## src/rtl/mul_seq.sv

```systemverilog
// rtl/mul_seq.sv - sequential shift-add multiplier for MUL/MULH/MULHSU/MULHU (and RV64 MULW)
`ifndef ALU_MUL
`define ALU_MUL 5'd10
`endif
`ifndef ALU_MULH
`define ALU_MULH 5'd11
`endif
`ifndef ALU_MULHSU
`define ALU_MULHSU 5'd12
`endif
`ifndef ALU_MULHU
`define ALU_MULHU 5'd13
`endif

module mul_seq #(
    parameter int XLEN = 32
) (
    input  logic            clk,
    input  logic            rst_n,
    input  logic            in_valid,
    output logic            in_ready,
    input  logic            s_32,
    input  logic [4:0]      opcode,
    input  logic [XLEN-1:0] rs1,
    input  logic [XLEN-1:0] rs2,
    input  logic            flush,
    output logic            out_valid,
    input  logic            out_ready,
    output logic [XLEN-1:0] rd
);

    localparam int CW = $clog2(XLEN) + 1;

    typedef enum logic [1:0] {IDLE, CALC, FIX, DONE} state_t;

    state_t              state, state_nxt;
    logic [2*XLEN-1:0]   mcand, acc, prod;
    logic [XLEN-1:0]     mplier, rd_q, result;
    logic [CW-1:0]       cnt;
    logic                neg_q, sel_hi_q, w32_q;

    logic                w32, is_mul, is_mulh, is_mulhsu, is_mulhu, op_ok, fire;
    logic                a_neg, b_neg;
    logic [XLEN-1:0]     a_op, b_op, a_mag, b_mag;

    // Request decode: word ops only exist on 64-bit builds and only for MUL.
    always_comb begin
        w32       = (XLEN == 64) && s_32;
        is_mul    = (opcode == `ALU_MUL);
        is_mulh   = (opcode == `ALU_MULH);
        is_mulhsu = (opcode == `ALU_MULHSU);
        is_mulhu  = (opcode == `ALU_MULHU);
        op_ok     = (is_mul || is_mulh || is_mulhsu || is_mulhu) && !(w32 && !is_mul);
        fire      = in_valid && (state == IDLE) && !flush;
        a_op      = w32 ? XLEN'($signed(rs1[31:0])) : rs1;
        b_op      = w32 ? XLEN'($signed(rs2[31:0])) : rs2;
        a_neg     = (is_mul || is_mulh || is_mulhsu) && a_op[XLEN-1];
        b_neg     = (is_mul || is_mulh) && b_op[XLEN-1];
        // The most-negative value negates to itself, which is its correct unsigned magnitude.
        a_mag     = a_neg ? -a_op : a_op;
        b_mag     = b_neg ? -b_op : b_op;
    end

    always_comb begin
        prod = neg_q ? -acc : acc;
        if (sel_hi_q)
            result = prod[2*XLEN-1:XLEN];
        else if (w32_q)
            result = XLEN'($signed(prod[31:0]));
        else
            result = prod[XLEN-1:0];
    end

    always_ff @(posedge clk or negedge rst_n) begin
        if (!rst_n)
            state <= IDLE;
        else
            state <= state_nxt;
    end

    always_comb begin
        state_nxt = state;
        case (state)
            IDLE: if (in_valid) state_nxt = op_ok ? CALC : DONE;
            CALC: if (cnt == CW'(1)) state_nxt = FIX;
            FIX:  state_nxt = DONE;
            DONE: if (out_ready) state_nxt = IDLE;
            default: state_nxt = IDLE;
        endcase
        if (flush)
            state_nxt = IDLE;
    end

    always_comb begin
        in_ready  = (state == IDLE);
        out_valid = (state == DONE);
        rd        = rd_q;
    end

    always_ff @(posedge clk or negedge rst_n) begin
        if (!rst_n) begin
            mcand    <= '0;
            mplier   <= '0;
            acc      <= '0;
            cnt      <= '0;
            neg_q    <= 1'b0;
            sel_hi_q <= 1'b0;
            w32_q    <= 1'b0;
            rd_q     <= '0;
        end else if (fire) begin
            if (op_ok) begin
                mcand    <= {{XLEN{1'b0}}, a_mag};
                mplier   <= b_mag;
                acc      <= '0;
                cnt      <= w32 ? CW'(32) : CW'(XLEN);
                neg_q    <= a_neg ^ b_neg;
                sel_hi_q <= !is_mul;
                w32_q    <= w32;
            end else begin
                rd_q <= '0;
            end
        end else if (state == CALC && !flush) begin
            if (mplier[0])
                acc <= acc + mcand;
            mcand  <= mcand << 1;
            mplier <= mplier >> 1;
            cnt    <= cnt - CW'(1);
        end else if (state == FIX && !flush) begin
            rd_q <= result;
        end
    end

endmodule

```

## config.mk

```make
export PLATFORM = sky130hd
export DESIGN_NAME = mul_seq
export DESIGN_NICKNAME = d
export VERILOG_FILES = /design/src/rtl/mul_seq.sv
export SDC_FILE = /design/constraint.sdc
export NUM_CORES = 1
export LEC_CHECK = 0
export ABC_AREA = 0
export BUFFER_PORTS_ARGS = -buffer_cell sky130_fd_sc_hd__buf_2
export CORE_ASPECT_RATIO = 1.1
export CORE_MARGIN = 3
export CORE_UTILIZATION = 30
export CTS_CLUSTER_DIAMETER = 200
export DETAILED_ROUTE_END_ITERATION = 10
export PLACE_DENSITY = 0.46
export SYNTH_ARGS = -nofsm -noshare
export SYNTH_HDL_FRONTEND = slang
export SYNTH_SLANG_ARGS = --single-unit
```

## constraint.sdc

```tcl
create_clock -name clk -period 3.19 [get_ports clk]
set_clock_uncertainty 0.2 [all_clocks]
set_input_delay 0.4785 -clock clk [delete_from_list [all_inputs] [get_ports clk]]
set_output_delay 0.4785 -clock clk [all_outputs]
set_load 0.005 [all_outputs]
```

==> results of run 1 <==
[registers in the layout, summed over array words and instances (netlist names)]
| signal | cells |
|---|---|
| acc | 64 |
| mcand | 64 |
| mplier | 32 |
| rd | 32 |
| cnt | 6 |
| state | 2 |
| neg_q | 1 |
| sel_hi_q | 1 |
[synth_stat cells (all sizes together) (13+ instances only)]
| cell type | count | area share, % |
|---|---|---|
| a22oi | 25 | 1.3 |
| a31oi | 13 | 0.55 |
| a21o | 86 | 4.4 |
| clkbuf | 93 | 2.4 |
| nor4 | 15 | 0.68 |
| nand4 | 23 | 0.98 |
| o41ai | 17 | 1.2 |
| inv | 27 | 0.69 |
| xnor2 | 100 | 6.0 |
| a21oi | 199 | 6.8 |
| nor2 | 101 | 2.6 |
| ha | 72 | 6.1 |
| o21bai | 13 | 0.67 |
| nand3 | 26 | 0.92 |
| xor2 | 75 | 4.5 |
| or3 | 14 | 0.67 |
| o21ai | 217 | 7.4 |
| or4 | 14 | 0.77 |
| nor3 | 33 | 1.2 |
| o31ai | 39 | 2.1 |
| dfrtp | 202 | 34 |
| nand2 | 266 | 6.8 |
| o21a | 14 | 0.72 |
[per-layer routing]
layer | vias up | track usage [%] | wire, µm
li1 | 7150 | - | -
met1 | 6886 | 26.68 | 23910
met2 | 277 | 31.03 | 23320
met3 | 69 | 2.636 | 2015
met4 | 0 | 5.831 | 1455
met5 | - | 0 | 0
[where the power goes]
part / internal, mW / switching (mW) / leakage (nW)
Clock: 1.88 / 1.22 / 0.452
Combinational: 3.54 / 3.93 / 5.85
Sequential: 3.24 / 0.608 / 2.71
[layout make-up]
| type | count | area (µm²) | area share, % |
|---|---|---|---|
| sequential | 202 | 5067 | 26.06 |
| clock buffer | 40 | 797.0 | 4.098 |
| tap | 645 | 807.0 | 4.150 |
| inverter | 27 | 101.3 | 0.5211 |
| clock inverter | 11 | 105.1 | 0.5404 |
| timing repair buffer | 391 | 2763 | 14.21 |
| multi-input combinational | 1470 | 9807 | 50.43 |
[worst max-delay path by stage]
| stage | depth (start not counted) | to | slack [ns] |
|---|---|---|---|
| floorplan | 9 | acc[63] | 0.01 |
| finish | 15 | acc[58] | -0.15 |
| CTS | 14 | acc[62] | -0.11 |
| detailed placement | 15 | acc[60] | -0.38 |
| global route | 15 | acc[58] | -0.29 |
| global placement | 15 | acc[60] | -0.38 |
[cells by family (layout without fill, tap and decap cells)]
group	count (synthesis)	after routing	synth area share, %
fa+ha+maj	73	73	6.281
flops	202	202	34.48
buf+inv	129	469	3.328
xor+xnor	175	175	10.45
simple gates	547	548	17.21
mux	4	4	0.3584
compound gates	670	670	27.89
[per-stage QoR]
step                      cell area [µm²]  hold slack, ns
after floorplan                     14730        -0.01709
after global placement              17710          0.2541
after detailed placement            17710          0.2609
after CTS                           19040         0.01433
after global routing                19450         0.03218
final                               19450         0.05019
[worst max-delay path: cells and delay by family (launching register included)]
family	cells	cell delay, ns
compound gates	7	1.21
buf+inv	3	0.36
fa+ha+maj	2	0.52
simple gates	3	0.59
flops	1	0.36
[repair_timing]
item	CTS	global route
pin swaps	31	44
hold endpoints to repair	59	0
setup endpoints to repair	33	112
hold buffers	4	0
setup buffers	8	15
cloned	0	1
resized for setup	74	83
==> impl_results.md, run 1 <==
* Run status: complete, but fails checks
* Failing checks: negative setup slack
* Min-Delay Endpoint: mplier[26]
* Final-report max-slew violation count at 0
* Die width at 216.8 µm
* Destination of the worst register-to-register timing path: acc[58]
* CP Launch Type: flip-flop
* Delay contributed by the slowest stage of the critical path at 0.36 ns
* Place WS at -0.3843 ns
* Slack of the worst reg-to-reg path at -0.15 ns
* Final weighted congestion in routability-driven placement at 0.8992
* TritonCTS sink count at 202
* Fraction of final layout cells with drive strength greater than 1 at 25.50%
* Cells traversed along the worst timing path: ha_2 > inv_2 > fa_2 > nand2b_4 > a21o_1 > a31oi_4 > buf_4 > a31oi_4 > o41ai_2 > buf_4 > and4_4 > o21ai_4 > a21o_1 > and3b_1 > o31ai_1
* Slowest CP cell: sky130_fd_sc_hd__dfrtp_1
* Largest voltage drop on the vdd net at 0.3804 mV
* Final hold violations at 0
* Overall Global Routing Usage at 19.17%
* Final setup TNS at -0.6753 ns
* Final WL at 50.70 mm
* Count of placed standard cells in the final layout, fillers left out at 2786
* Hold-critical path depth at 3
* Summed instance area of the synthesized netlist at 14660 µm²
* TritonCTS clock tree: yes
* Type of element capturing the critical path: flip-flop
* H-Tree Depth at 1
* First-pass DRT Iterations at 5
* Max-slew headroom at the worst pin at 34.75%
* Maximum number of pins on one net before global-route repair at 79
* Clock period minus final worst setup slack at 3.339 ns
* Max Root-Sink Buffers at 3
* Logic depth of the worst register-to-register path at 15
* Critical R2R Launch: mcand[0]
* Post-synthesis cell count at 1800
* Syn avg cell area at 8.145 µm²
* Initial core utilization at 30.53%
* Utilization after layout at 40.49%
* Vias in the first global route at 14225
* Area of the placeable core at 48030 µm²
* Critical path start-end classification: flip-flop to flip-flop
* Ys async rst share at 100.0%
* Nets at 2268
* Clk Tree Root Cell: sky130_fd_sc_hd__clkbuf_16
* Arrival time of the worst setup path at 3.60 ns
* First element of the critical path: mcand[0]
* # port buffers at 107
* Top-level port count at 109
* Worst-Margin Slew at 0.9776 ns
* Global route total overflow at 0
* TritonCTS Buffers at 28
* Power per Cell Area at 741.9 nW/µm²
* Final antenna-violating net count at 0
* Via-to-Cell Ratio at 5.162
* Estimated wirelength of the detail-placed design at 38.42 mm
* Crit path setup slack, layout at -0.1488 ns
* Sequential share of the synthesized area at 34.48%
* Max Freq at 299.5 MHz
* Initial detailed-routing violation count at 963
* Synthesized flop and latch total at 202
* Worst-path fanout max at 4
* Number of core rows at 84
* Total die area at 51560 µm²
* Final routed wire length divided by cell count at 18.20 µm
* Die height at 237.9 µm
* Most common cell after layout, fill and taps aside: sky130_fd_sc_hd__buf_4
* Leak pwr at 9.011 nW
* Number of flops mapped to enable cells by yosys at 0
* Distinct cell type count of the synthesized netlist at 65
* Crit share post-route at 104.7%
* Layout Area Growth over Synthesis at 32.64%
* Global-route wire length before repair at 79.96 mm
* Placed instance count at 2708
* Vias at 14382
* Total inserted antenna cells at 0
* Final setup viols at 11
* Final Total Pwr at 14.43 mW
* Predominant post-synthesis flop cell: sky130_fd_sc_hd__dfrtp_1
* CP Data Required Time at 3.45 ns
* Number of antenna violations at the first check in global routing at 1
* Clock Latency Late Sink at 0.56 ns
* Leading cell types in the layout, fill and taps excluded: sky130_fd_sc_hd__buf_4 (269), sky130_fd_sc_hd__nand2_1 (260), sky130_fd_sc_hd__dfrtp_1 (192)
* Maximum Capacitance Violations at 0
* Setup repair after global routing missed its margin: true
* Type of the worst min-delay path: input pin to flip-flop
* Net count of the mapped netlist at 1948
* Synthesis warning total at 0
* Count of filler cells inserted in the layout at 4930
* Hold wc startpoint: rs2[26]
* Clock slew at the register clock pins of the worst setup and hold paths at 0.06 ns
* Number of remaining DRC errors at 0
(Power assumes the default switching activity.)
==> run 2: changes to the inputs <==
- BUFFER_PORTS_ARGS: -buffer_cell sky130_fd_sc_hd__buf_2 -> unset
- DONT_BUFFER_PORTS: unset -> 1
- PLACE_DENSITY: 0.46 -> 0.44
==> run 2 against run 1 <==
Effect of this change:
- the flow finishes with violations (negative hold slack, negative setup slack)
- die area unchanged
- worst setup slack better by 0.041 ns
- critical path depth down 1
- cell count down 3.1%
- clock power up 2%
- combinational power down 3.2%
- hold slack worse by 0.62 ns
- flip-flop and latch count unchanged
- first-iteration DRC count down 12%
- maximum frequency up 1.2%
- power down 1.2%
==> impl_results.md, run 2 (same netlist as run 1, synthesis figures left out) <==
* Run status: complete, but fails checks (unchanged)
* Failing checks: negative hold slack, negative setup slack (was negative setup slack)
* Layout Area Growth over Synthesis at 30.18% (was 32.64%)
* Critical path start-end classification: flip-flop to flip-flop (unchanged)
* Power per Cell Area at 747.1 nW/µm² (was 741.9 nW/µm²)
* TritonCTS Buffers at 28 (unchanged)
* Clock slew at the register clock pins of the worst setup and hold paths at 0.06 ns (about the same)
* CP Data Required Time at 3.46 ns (was 3.45 ns)
* Type of the worst min-delay path: input pin to async pin (was input pin to flip-flop)
* Arrival time of the worst setup path at 3.57 ns (was 3.60 ns)
* CP Launch Type: flip-flop (unchanged)
* Delay contributed by the slowest stage of the critical path at 0.35 ns (was 0.36 ns)
* Final-report max-slew violation count at 0 (unchanged)
* Estimated wirelength of the detail-placed design at 37.74 mm (was 38.42 mm)
* Final Total Pwr at 14.26 mW (was 14.43 mW)
* Fraction of final layout cells with drive strength greater than 1 at 21.25% (was 25.50%)
* Slowest CP cell: sky130_fd_sc_hd__dfrtp_1 (unchanged)
* Number of antenna violations at the first check in global routing at 0 (was 1)
* Final antenna-violating net count at 0 (unchanged)
* Final hold violations at 202 (was 0)
* Leading cell types in the layout, fill and taps excluded: sky130_fd_sc_hd__buf_4 (271), sky130_fd_sc_hd__nand2_1 (261), sky130_fd_sc_hd__dfrtp_1 (191) (was sky130_fd_sc_hd__buf_4 (269), sky130_fd_sc_hd__nand2_1 (260), sky130_fd_sc_hd__dfrtp_1 (192))
* Crit share post-route at 103.4% (was 104.7%)
* Maximum Capacitance Violations at 0 (unchanged)
* H-Tree Depth at 1 (unchanged)
* Cts hold-fix bufs at 27 (was 4)
* Via-to-Cell Ratio at 5.182 (was 5.162)
* Worst-path fanout max at 4 (unchanged)
* Type of element capturing the critical path: flip-flop (unchanged)
* Vias at 13997 (was 14382)
* Hold Slack at -0.5658 ns (was 0.05019 ns)
* Final routed wire length divided by cell count at 18.61 µm (was 18.20 µm)
* Largest voltage drop on the vdd net at 0.4912 mV (was 0.3804 mV)
* Combined buffer and inverter count along the critical path at 2 (was 3)
* # port buffers at 0 (was 107)
* Die width at 216.8 µm (unchanged)
* Total inserted antenna cells at 0 (unchanged)
* First-pass DRT Iterations at 5 (unchanged)
* Count of filler cells inserted in the layout at 4991 (was 4930)
* Nets at 2185 (was 2268)
* Total die area at 51560 µm² (unchanged)
* Metal2 WL at 22.84 mm (was 23.32 mm)
* Vias in the first global route at 14183 (was 14225)
* Crit path depth at 14 (was 15)
* Biggest registers after layout: acc: 64 flops, mcand: 64 flops (unchanged)
* Number of core rows at 84 (unchanged)
* Overall Global Routing Usage at 19.19% (was 19.17%)
* Most common cell after layout, fill and taps aside: sky130_fd_sc_hd__buf_4 (unchanged)
* Die height at 237.9 µm (unchanged)
* Worst-Margin Slew at 0.6119 ns (was 0.9776 ns)
* Clock period minus final worst setup slack at 3.298 ns (was 3.339 ns)
* Met1 wire length at 23.44 mm (was 23.91 mm)
* Final weighted congestion in routability-driven placement at 0.8615 (was 0.8992)
* TritonCTS clock tree: yes (unchanged)
* Footprint of the multi-input gates at 9729 µm² (was 9807 µm²)
* Total met3 wirelength after detailed routing at 2.396 mm (was 2.015 mm)
* Area of the placeable core at 48030 µm² (unchanged)
* Maximum number of pins on one net before global-route repair at 203 (was 79)
* Initial detailed-routing violation count at 848 (was 963)
* Crit path setup slack, layout at -0.1082 ns (was -0.1488 ns)
* Max-slew headroom at the worst pin at 59.21% (was 34.75%)
* TritonCTS sink count at 202 (unchanged)
* Number of remaining DRC errors at 0 (unchanged)
* Initial core utilization at 30.53% (unchanged)
* Logic depth of the worst register-to-register path at 14 (was 15)
* Final setup viols at 7 (was 11)
* Max Root-Sink Buffers at 3 (unchanged)
* Uppermost signal routing layer after detailed routing: met4 (unchanged)
* Global-route wire length before repair at 79.80 mm (was 79.96 mm)
* Cells traversed along the worst timing path: ha_2 > inv_2 > fa_2 > nand2b_4 > a21o_1 > a31oi_4 > a31oi_4 > o41ai_2 > buf_4 > and4_4 > o21ai_4 > a21o_1 > a311o_1 > o211ai_1 (was ha_2 > inv_2 > fa_2 > nand2b_4 > a21o_1 > a31oi_4 > buf_4 > a31oi_4 > o41ai_2 > buf_4 > and4_4 > o21ai_4 > a21o_1 > and3b_1 > o31ai_1)
* Setup repair after global routing missed its margin: true (unchanged)
* Top cell family by delay on the critical path: compound AO/OA/AOI/OAI gates (unchanged)
* Leak pwr at 8.603 nW (was 9.011 nW)
* Clk Tree Root Cell: sky130_fd_sc_hd__clkbuf_16 (unchanged)
* Final WL at 50.27 mm (was 50.70 mm)
* Top-level port count at 109 (unchanged)
* Reg area at 5069 µm² (was 5067 µm²)
* Max Freq at 303.2 MHz (was 299.5 MHz)
* Clock Latency Late Sink at 0.56 ns (about the same)
* Global route total overflow at 0 (unchanged)
-- run 2: changes by cell type in the layout (fill, tap and decap cells not counted), moves of 4 or more --
cell and delta:
sky130_fd_sc_hd__a21oi_1 -4, sky130_fd_sc_hd__o21ai_0 +10, sky130_fd_sc_hd__o21ai_1 -7, sky130_fd_sc_hd__clkinv_2 -5
sky130_fd_sc_hd__dlygate4sd3_1 +23, sky130_fd_sc_hd__a21oi_2 +5, sky130_fd_sc_hd__buf_2 -106
-- run 2: power breakdown --
group | internal [mW] | total, mW | switching [mW]
Combinational | 3.44 | 7.23 | 3.79
Clock | 1.95 | 3.16 | 1.21
Sequential | 3.25 | 3.88 | 0.631
-- run 2: worst paths after layout --
| path | from | slack [ns] | end |
|---|---|---|---|
| worst max-delay path | mcand[0] | -0.11 | acc[62] |
| worst min-delay path | rst_n | -0.57 | acc[58] |
| worst max register to register | mcand[0] | -0.11 | acc[62] |
| worst min register to register | mplier[21] | 0.27 | mplier[21] |
| max in group asynchronous | rst_n | 2.96 | mcand[16] |
| min in group clk | rs1[21] | 0.03 | mcand[21] |
-- run 2: final cells by class --
cell class,instances,area share [%]
timing repair buffer,309,12.86
sequential,202,26.56
tap,645,4.228
multi-input combinational,1469,50.97
inverter,27,0.5310
clock inverter,8,0.4982
clock buffer,41,4.353
-- run 2: metrics by stage --
step | cell area, µm² | setup WS (ns) | instances | util [%] | setup TNS, ns
after detailed placement | 17190 | -0.3662 | 2606 | 35.79 | -3.645
after CTS | 18800 | -0.1186 | 2692 | 39.15 | -0.4301
after global placement | 17190 | -0.3885 | 2606 | 35.79 | -3.336
after floorplan | 14730 | 0.01054 | 1800 | - | 0
final | 19090 | -0.1082 | 2701 | 39.74 | -0.5176
after global routing | 19090 | -0.2866 | 2701 | 39.74 | -2.504
-- run 2: repair_timing --
action,in CTS,in global routing
setup buffers,11,11
pin swaps,27,27
setup endpoints to repair,33,47
hold endpoints to repair,230,202
cloned,0,0
resized for setup,73,64
-- run 2: metal layers --
metal / up-vias / global-route usage, %
li1: 6971 / -
met2: 269 / 31.01
met1: 6687 / 26.25
met3: 70 / 3.413
met5: - / 0
met4: 0 / 5.930
